### config.mk
export PLATFORM = sky130hd
export DESIGN_NAME = joybus_resp_decoder
export DESIGN_NICKNAME = d
export VERILOG_FILES = /design/src/rtl/joybus_resp_decoder.sv
export SDC_FILE = /design/constraint.sdc
export NUM_CORES = 1
export LEC_CHECK = 0
export ABC_AREA = 1
export CAP_MARGIN = 20
export CORE_MARGIN = 5
export CORE_UTILIZATION = 30
export CTS_CLUSTER_DIAMETER = 100
export CTS_CLUSTER_SIZE = 10
export DETAILED_ROUTE_END_ITERATION = 10
export HOLD_SLACK_MARGIN = 0.06
export PLACE_DENSITY_LB_ADDON = 0.15
export RECOVER_POWER = 100
export SLEW_MARGIN = 20
export SYNTH_ARGS = -nofsm -noshare
export SYNTH_HDL_FRONTEND = slang
export SYNTH_SLANG_ARGS = --single-unit
### constraint.sdc
create_clock -name clk -period 2.5 [get_ports clk]
set_input_delay 0.375 -clock clk [delete_from_list [all_inputs] [get_ports clk]]
set_output_delay 0.375 -clock clk [all_outputs]
set_load 0.03 [all_outputs]
### src/rtl/joybus_resp_decoder.sv
// -----------------------------------------------------------------------------
// joybus_resp_decoder
//
// Receives the 32-bit controller response that follows a host poll command on
// a JOYBUS line. Each bit is a low pulse followed by a high interval. A short
// low pulse is a 1 and a long low pulse is a 0. After 32 data bits, one more
// low pulse acts as the stop bit and completes the frame.
//
// Parameters
//   CYC_PER_US  clk cycles per microsecond
//   TIMEOUT_US  longest wait, in microseconds, for any expected line edge
//
// Ports
//   clk             single clock; all logic runs on its rising edge
//   rst_n           synchronous, active-low reset
//   jb_in           raw asynchronous JOYBUS level, idle high
//   start           one-cycle pulse that arms reception (ignored while busy)
//   cntlr_data      last successfully decoded response, MSB first on the wire
//   cntlr_data_rdy  one-cycle pulse when cntlr_data takes a new value
//   rx_err          one-cycle pulse on edge timeout or overlong low pulse
//   busy            high whenever the receiver is not idle
// -----------------------------------------------------------------------------
module joybus_resp_decoder #(
  parameter int CYC_PER_US = 50,
  parameter int TIMEOUT_US = 100
) (
  input  logic        clk,
  input  logic        rst_n,
  input  logic        jb_in,
  input  logic        start,
  output logic [31:0] cntlr_data,
  output logic        cntlr_data_rdy,
  output logic        rx_err,
  output logic        busy
);

  localparam int BIT_THR = 2 * CYC_PER_US;          // low cycles that decode as 0
  localparam int LOW_MAX = 4 * CYC_PER_US;          // low cycles that mean malformed
  localparam int TMO     = TIMEOUT_US * CYC_PER_US; // cycles to wait for an edge
  localparam int LW      = $clog2(LOW_MAX + 1);
  localparam int TW      = $clog2(TMO + 1);

  typedef enum logic [2:0] {
    IDLE,
    WAIT_FALL,
    LOW,
    HIGH,
    STOP_LOW
  } state_t;

  state_t          r_state;
  logic            r_sync1;
  logic            r_jb_s;
  logic            r_jb_s_d;
  logic [31:0]     r_shift;
  logic [5:0]      r_bit_cnt;
  logic [LW-1:0]   r_low_cnt;
  logic [TW-1:0]   r_timer;
  logic [31:0]     r_data;
  logic            r_rdy;
  logic            r_err;

  logic            w_fall;
  logic            w_rise;
  logic [LW-1:0]   w_low_nxt;
  logic            w_low_ovf;
  logic            w_bit;
  logic            w_tmo;

  assign w_fall    = r_jb_s_d & ~r_jb_s;
  assign w_rise    = ~r_jb_s_d & r_jb_s;

  // The bit decision uses the count including the current cycle, so a pulse
  // seen low for exactly BIT_THR cycles decodes as 0 and one cycle less as 1.
  assign w_low_nxt = r_low_cnt + LW'(1);
  assign w_low_ovf = (w_low_nxt == LW'(LOW_MAX));
  assign w_bit     = (w_low_nxt < LW'(BIT_THR));

  // Fires on the cycle in which the timer would reach TMO.
  assign w_tmo     = (r_timer == TW'(TMO - 1));

  assign cntlr_data     = r_data;
  assign cntlr_data_rdy = r_rdy;
  assign rx_err         = r_err;
  assign busy           = (r_state != IDLE);

  // Two-flop synchronizer plus one delayed copy for edge detection. All three
  // reset to the idle line level so that no edge is seen when reset is released.
  always_ff @(posedge clk) begin
    if (!rst_n) begin
      r_sync1  <= 1'b1;
      r_jb_s   <= 1'b1;
      r_jb_s_d <= 1'b1;
    end else begin
      r_sync1  <= jb_in;
      r_jb_s   <= r_sync1;
      r_jb_s_d <= r_jb_s;
    end
  end

  // Receive FSM with registered outputs. The rdy and err pulses default low
  // every cycle, so each can only be a single-cycle pulse.
  always_ff @(posedge clk) begin
    if (!rst_n) begin
      r_state   <= IDLE;
      r_shift   <= '0;
      r_bit_cnt <= '0;
      r_low_cnt <= '0;
      r_timer   <= '0;
      r_data    <= '0;
      r_rdy     <= 1'b0;
      r_err     <= 1'b0;
    end else begin
      r_rdy <= 1'b0;
      r_err <= 1'b0;
      case (r_state)
        IDLE: begin
          if (start) begin
            r_state   <= WAIT_FALL;
            r_bit_cnt <= '0;
            r_timer   <= '0;
            r_shift   <= '0;
          end
        end

        WAIT_FALL, HIGH: begin
          if (w_fall) begin
            r_low_cnt <= '0;
            // The low pulse after the 32nd data bit is the stop bit.
            r_state   <= (r_bit_cnt == 6'd32) ? STOP_LOW : LOW;
          end else if (w_tmo) begin
            r_err   <= 1'b1;
            r_state <= IDLE;
          end else begin
            r_timer <= r_timer + TW'(1);
          end
        end

        LOW: begin
          r_low_cnt <= w_low_nxt;
          // An overlong pulse wins even if the line rises in the same cycle.
          if (w_low_ovf) begin
            r_err   <= 1'b1;
            r_state <= IDLE;
          end else if (w_rise) begin
            r_shift   <= {r_shift[30:0], w_bit};
            r_bit_cnt <= r_bit_cnt + 6'd1;
            r_timer   <= '0;
            r_state   <= HIGH;
          end
        end

        STOP_LOW: begin
          r_low_cnt <= w_low_nxt;
          if (w_low_ovf) begin
            r_err   <= 1'b1;
            r_state <= IDLE;
          end else if (w_rise) begin
            r_data  <= r_shift;
            r_rdy   <= 1'b1;
            r_state <= IDLE;
          end
        end

        default: begin
          r_state <= IDLE;
        end
      endcase
    end
  end

endmodule

==> impl_metrics.csv, run 1 <==
group,metric,value,unit
sta,slew-limit-headroom,47.3,%
power_and_ir_drop,peakVddDrop,436,uV
global_route,use_met1,16.2,%
setup_path,critPathLaunch,"r_state[2]",
flow_run,maxCapViolCount,0,
global_route,grt_pass1_wl,18300,um
drt,routed_via_density,4.83,
setup_path,worst-endpoint-required,2.78,ns
cells_and_area,design.final.nets,644,
logic_synthesis,synth.cell_area,0.00452,mm^2
clock_network,cts_repair_resizes,0,
setup_path,r2r_setup_slack,0.39,ns
sta,number_of_pins_with_negative_max_slew_slack_in_the_final_report,0,
clock_network,hold_buffers,0,
logic_synthesis,synth-main-ff-cell,"dfxtp_1",
clock_network,post_cts_setup_buffer_count,0,
floorplan,core_area,0.0146,mm^2
setup_path,critPathKind,"flip-flop to flip-flop",
drt,routed_via_count,3987,
logic_synthesis,syn_nets,616,
floorplan,floorplan.die_area,0.0176,mm^2
setup_path,crit_path_max_fanout,20,
logic_synthesis,synth_area_leader_cell,"dfxtp_1",
cells_and_area,n_fill_cell,1574,
logic_synthesis,synth_area_leaders,"dfxtp_1, nor2_1, nand2_1",
placed_design,gp_congestion,0.829,
logic_synthesis,post_synth_inst_count,608,
logic_synthesis,synthSimpleGateAreaFrac,32.4,%
sta,timing.final.hold_violations,0,
global_route,global_route.peak_usage_layer,"met2",
logic_synthesis,postSynthAreaPerCell,7.43,um^2
clock_network,cts.reportedPaths.clkPinSlew,0.07,ns
global_route,grtUsageMet3,3.99,%
global_route,antenna_found_initial,0,
status,status,"finished clean",
logic_synthesis,post_synth_most_frequent_cells,"nor2_1, dfxtp_1, nand2_1",
placed_design,io_buffers,38,
min_path,min_path_type,"flip-flop to flip-flop",
logic_synthesis,synth.ff_latch_count,99,
floorplan,io-pin-count,39,
min_path,worst_hold_startpoint,"r_sync1",
sta,final_count_of_negative_setup_slack_endpoints,0,
global_route,grt_overflow,0,
logic_synthesis,compound_cell_area_share_of_the_yosys_netlist,13.8,%
floorplan,die_h,133,um
logic_synthesis,post_synth_fa_ha_maj_area_fraction,1.11,%
clock_network,tritoncts.num_buffers,9,
logic_synthesis,asyncSetResetFlopFracSynth,0,%
power_and_ir_drop,power_density,731,mW/mm^2
sta,rsz0062_at_grt,"no",
logic_synthesis,synth_top_family_by_area,"simple AND/OR/NAND/NOR gates",
placed_design,detailedPlacementHpwl,7100,um
setup_path,crit_path_end_kind,"flip-flop",
sta,finClkSkew,0.00908,ns
clock_network,clock_latency_on_the_worst_skew_pair,0.35,ns
clock_network,clock_sinks,99,
global_route,grt_pass1_vias,3734,
sta,finalSetupTns,0,ns
cells_and_area,final_layout_size_suffix_gt1_share,12.8,%
logic_synthesis,post_synth_top_area_share,43.9,%
drt,initialDrtViolationCount,279,
floorplan,die_w,133,um
drt,route.antenna.remaining_nets,0,
power_and_ir_drop,power_leakage,0.00202,uW
clock_network,cts_root_buffer,"clkbuf_16",
clock_network,tritoncts,"yes",
logic_synthesis,most_numerous_cell_in_the_yosys_netlist,"nor2_1",
sta,tightest_slew,0.790,ns
drt,drt_drc_violations_left,0,
cells_and_area,syn_to_final_growth,18.6,%
setup_path,r2r-start,"r_state[2]",
sta,final_min_period_over_clock_period,84.5,%
logic_synthesis,synth-edff-count,0,
drt,drt_pre_antenna_iters,5,
floorplan,start_util,30.9,%
cells_and_area,finish.utilization,36.6,%
logic_synthesis,synthXorXnorAreaFrac,1.16,%
sta,post-route-min-period,2.11,ns
clock_network,h_tree_levels,3,
cells_and_area,ant_cells,0,
drt,wl_per_cell,12.8,um
power_and_ir_drop,power_total,3920,uW
drt,totalWireLength,10500,um
logic_synthesis,seq_area_frac_synth,43.9,%
setup_path,start_kind,"flip-flop",
global_route,grt_usage,12.5,%
logic_synthesis,synth.distinct_cells,33,
sta,fmax,473,MHz
setup_path,critPathArrivalTime,2.40,ns
global_route,use_met2,19.8,%
floorplan,std_cell_rows,44,
global_route,grt_max_degree,40,
clock_network,clockBufferDepth,2,
logic_synthesis,yosys_warnings,0,
logic_synthesis,synth.mux.area_fraction,0,%
## worst max-delay path, cell delays in order, from the launching register on
cell      delay, ns
dfxtp_1        0.36
nor2_1         0.19
nand2_1        0.15
inv_1          0.13
buf_4          0.26
nand4_4        0.15
nand2_1        0.11
clkbuf_2       0.44
nand2_1        0.11
a21oi_1        0.13
## metrics by stage
step,instances,worst slack [ns],cell area [um^2],hold slack [ns]
after floorplan,608,0.738,4520,0.393
after global placement,809,0.407,5060,0.395
after detailed placement,809,0.380,5060,0.402
after CTS,825,0.369,5390,0.419
after global routing,825,0.0867,5360,0.455
final,825,0.388,5360,0.417
## area by class of cell
type	count	area (um^2)	share of cell area [%]
multi-input cells	435	2180	40.7
well taps	184	230	4.29
clock inverters	7	105	1.96
repair buffers	53	495	9.24
flip-flops and latches	99	1980	37.0
clock buffers	9	225	4.20
inverters	38	143	2.66
## cells in the final DEF, fill, tap and decap left out, drive strengths merged
cell type,instances
a21boi,1
a21oi,61
a31oi,1
and2,1
buf,11
bufinv,2
clkbuf,13
clkdlybuf4s50,2
clkinv,3
clkinvlp,1
dfxtp,99
dlygate4sd3,36
ha,4
inv,39
nand2,116
nand3,40
nand4,43
nor2,108
nor3,7
o21ai,43
o21bai,1
o22ai,1
or2,2
xor2,6
## power breakdown
part / switching (uW) / internal [uW] / leakage [uW]
logic: 483 / 196 / 0.00106
clock network: 648 / 895 / 0.000159
registers: 60.8 / 1640 / 0.000800
total: 1190 / 2730 / 0.00202
## flip-flops by register name, indices dropped and copies added (netlist names)
name / cells
r_bit_cnt: 6
cntlr_data_rdy: 1
r_timer: 13
cntlr_data: 32
r_state: 3
r_low_cnt: 8
r_shift: 32
rx_err: 1
r_jb_s_d: 1
r_sync1: 1
r_jb_s: 1
## path summary, 6_finish.rpt
check,to,cells past startpoint
worst max register to register,r_shift[5],9
worst min-delay path,r_jb_s,1
worst min register to register,r_jb_s,1
worst max-delay path,r_shift[5],9
## cell families (layout without fill, tap and decap cells)
kind of cell,after synthesis,count (layout)
compound gates,108,108
fa+ha+maj,4,4
simple gates,317,317
buf+inv,74,107
xor+xnor,6,6
flops,99,99
## metal layers
layer	share of wire (%)	up-vias	wire length, um
met1	50	1839	5290
met4	1.6	0	170
li1	-	2080	-
met3	3.8	12	405
met2	44	56	4680
met5	0	-	0
No activity file was read; power rests on OpenSTA's default activity.
==> inputs of run 2 (changes only) <==
Clock period 2.5 ns to 1.91 ns, I/O delays scaled along.
==> impl_metrics.csv, run 2 (synthesis gave the netlist of run 1 again) <==
group,metric,value,unit
sta,final_count_of_negative_setup_slack_endpoints,0,
drt,initialDrtViolationCount,169,
sta,postLayoutSetupSlackWorst,0.0267,ns
sta,tightest_slew,0.926,ns
drt,routed_via_density,4.83,
cells_and_area,commonest_cells_after_routing_fill_and_taps_aside,"nor2_1, dfxtp_1, nand2_1",
setup_path,timing.critical_path.slowest_stage_cell,"dfxtp_4",
clock_network,tritoncts,"yes",
placed_design,numPlacedInstances,819,
min_path,whs_path_depth,1,
placed_design,detailedPlacementHpwl,7140,um
clock_network,hold_buffers,0,
power_and_ir_drop,power_leakage,0.00205,uW
placed_design,gp_congestion,0.799,
power_and_ir_drop,combPwrFrac,23.4,%
cells_and_area,ant_cells,0,
placed_design,preCtsSetupSlack,-0.0906,ns
clock_network,cts_root_buffer,"clkbuf_16",
setup_path,worst_path_most_repeated_cell,"nand2_2",
sta,timing.final.hold_violations,0,
clock_network,clockBufferDepth,2,
cells_and_area,final_layout_size_suffix_gt1_share,20.3,%
clock_network,cts.reportedPaths.clkPinSlew,0.07,ns
global_route,grt_overflow,0,
sta,number_of_pins_with_negative_max_slew_slack_in_the_final_report,0,
clock_network,tritoncts.num_buffers,9,
floorplan,std_cell_rows,44,
setup_path,crit_path_end_kind,"flip-flop",
floorplan,io-pin-count,39,
floorplan,core_area,0.0146,mm^2
setup_path,critPathArrivalTime,2.17,ns
sta,slew-limit-headroom,38.3,%
clock_network,clock_sinks,99,
cells_and_area,syn_to_final_growth,27.2,%
power_and_ir_drop,intPower,3580,uW
setup_path,crit_path_max_fanout,6,
floorplan,die_h,133,um
drt,routed_via_count,4061,
drt,totalWireLength,11200,um
cells_and_area,finish.utilization,39.3,%
setup_path,worst-endpoint-required,2.20,ns
global_route,grt_usage,12.7,%
cells_and_area,most_frequent_standard_cell_in_the_layout_excluding_fill_and_tap_cells,"nor2_1",
setup_path,start_kind,"flip-flop",
placed_design,io_buffers,38,
status,status,"finished clean",
clock_network,clock_latency_on_the_worst_skew_pair,0.35,ns
power_and_ir_drop,power_density,905,mW/mm^2
sta,finalSetupTns,0,ns
setup_path,critPathKind,"flip-flop to flip-flop",
drt,wl_per_cell,13.4,um
placed_design,dpl_cell_area,0.00520,mm^2
cells_and_area,finish.cell_count_without_fillers,840,
power_and_ir_drop,power.share.switching,31.2,%
drt,drt_drc_violations_left,0,
min_path,min_path_type,"flip-flop to flip-flop",
cells_and_area,design.final.nets,659,
flow_run,maxCapViolCount,0,
power_and_ir_drop,clockPowerShare,33.9,%
global_route,grt_pass1_vias,3828,
clock_network,h_tree_levels,3,
setup_path,critical_path.max_stage_delay,0.37,ns
power_and_ir_drop,peakVddDrop,601,uV
global_route,grt_pass1_wl,18300,um
floorplan,die_w,133,um
setup_path,critical_path.cell_chain,"ha_4 > nand2_2 > o21bai_1 > nand2_2 > nor2_4 > buf_6 > nand4_4 > nand2_8 > clkbuf_16 > nand2_1 > a21oi_1",
global_route,grt_max_degree,48,
sta,post-route-min-period,1.88,ns
sta,final_min_period_over_clock_period,98.6,%
cells_and_area,final_design_area_no_fill,0.00575,mm^2
power_and_ir_drop,power.switching,1620,uW
floorplan,floorplan.die_area,0.0176,mm^2
sta,fmax,531,MHz
sta,finClkSkew,0.00850,ns
floorplan,start_util,30.9,%
power_and_ir_drop,sequentialPowerShare,42.7,%
global_route,antenna_found_initial,0,
drt,route.antenna.remaining_nets,0,
drt,drt_pre_antenna_iters,4,
setup_path,r2r.worst_path.cells,11,
sta,rsz0062_at_grt,"yes",
-- run 2: per-layer routing --
layer	up-vias	GRT usage [%]	share of wire, %
met5	-	0	0
met1	1860	15.5	48
met4	0	6.47	2.6
met3	22	3.26	3.5
met2	66	20.6	46
li1	2113	-	-
-- run 2: layout make-up --
| type | instances | area (um^2) |
|---|---|---|
| Clock buffer | 12 | 256 |
| Clock inverter | 4 | 32.5 |
| Fill cell | 1514 | 8890 |
| Inverter | 38 | 148 |
| Multi-Input combinational cell | 435 | 2350 |
| Sequential cell | 99 | 1990 |
| Tap cell | 184 | 230 |
| Timing Repair Buffer | 68 | 744 |
-- run 2: final timing paths --
| check | from | end | slack [ns] |
|---|---|---|---|
| setup reg to reg | r_low_cnt[1] | r_shift[14] | 0.03 |
| setup / recovery | r_low_cnt[1] | r_shift[14] | 0.03 |
| hold reg to reg | r_sync1 | r_jb_s | 0.41 |
| hold / removal | r_sync1 | r_jb_s | 0.41 |
-- run 2: worst max-delay path: cells and delay by family, from the launching register on --
family,cells,cell delay [ns]
DFF,1,0.37
buffers and inverters,2,0.29
and+or+nand+nor,6,0.74
AOI/OAI and AO/OA,2,0.27
adders and majority gates,1,0.15
-- run 2: stage by stage --
step                total power [uW]  hold WS (ns)
floorplan                       3000         0.393
global placement                3280         0.396
detailed placement              3290         0.400
CTS                             5100         0.415
global route                    5500         0.446
finish                          5210         0.414
-- run 2: what timing repair did --
item	4_1_cts	5_1_grt
pin swaps	1	15
endpoints found under the setup margin	56	83
buffers inserted	0	1
resized for setup	4	48
endpoints found under the hold margin	0	0
cloned	0	4
-- run 2: power groups by stage --
stage | logic [uW] | clock network, uW | registers (uW)
3_3_place_gp | 1020 | 0 | 2260
6_report | 1220 | 1770 | 2220
5_1_grt | 1340 | 1930 | 2230
4_1_cts | 1030 | 1850 | 2220
3_5_place_dp | 1030 | 0 | 2260
2_1_floorplan | 751 | 0 | 2250
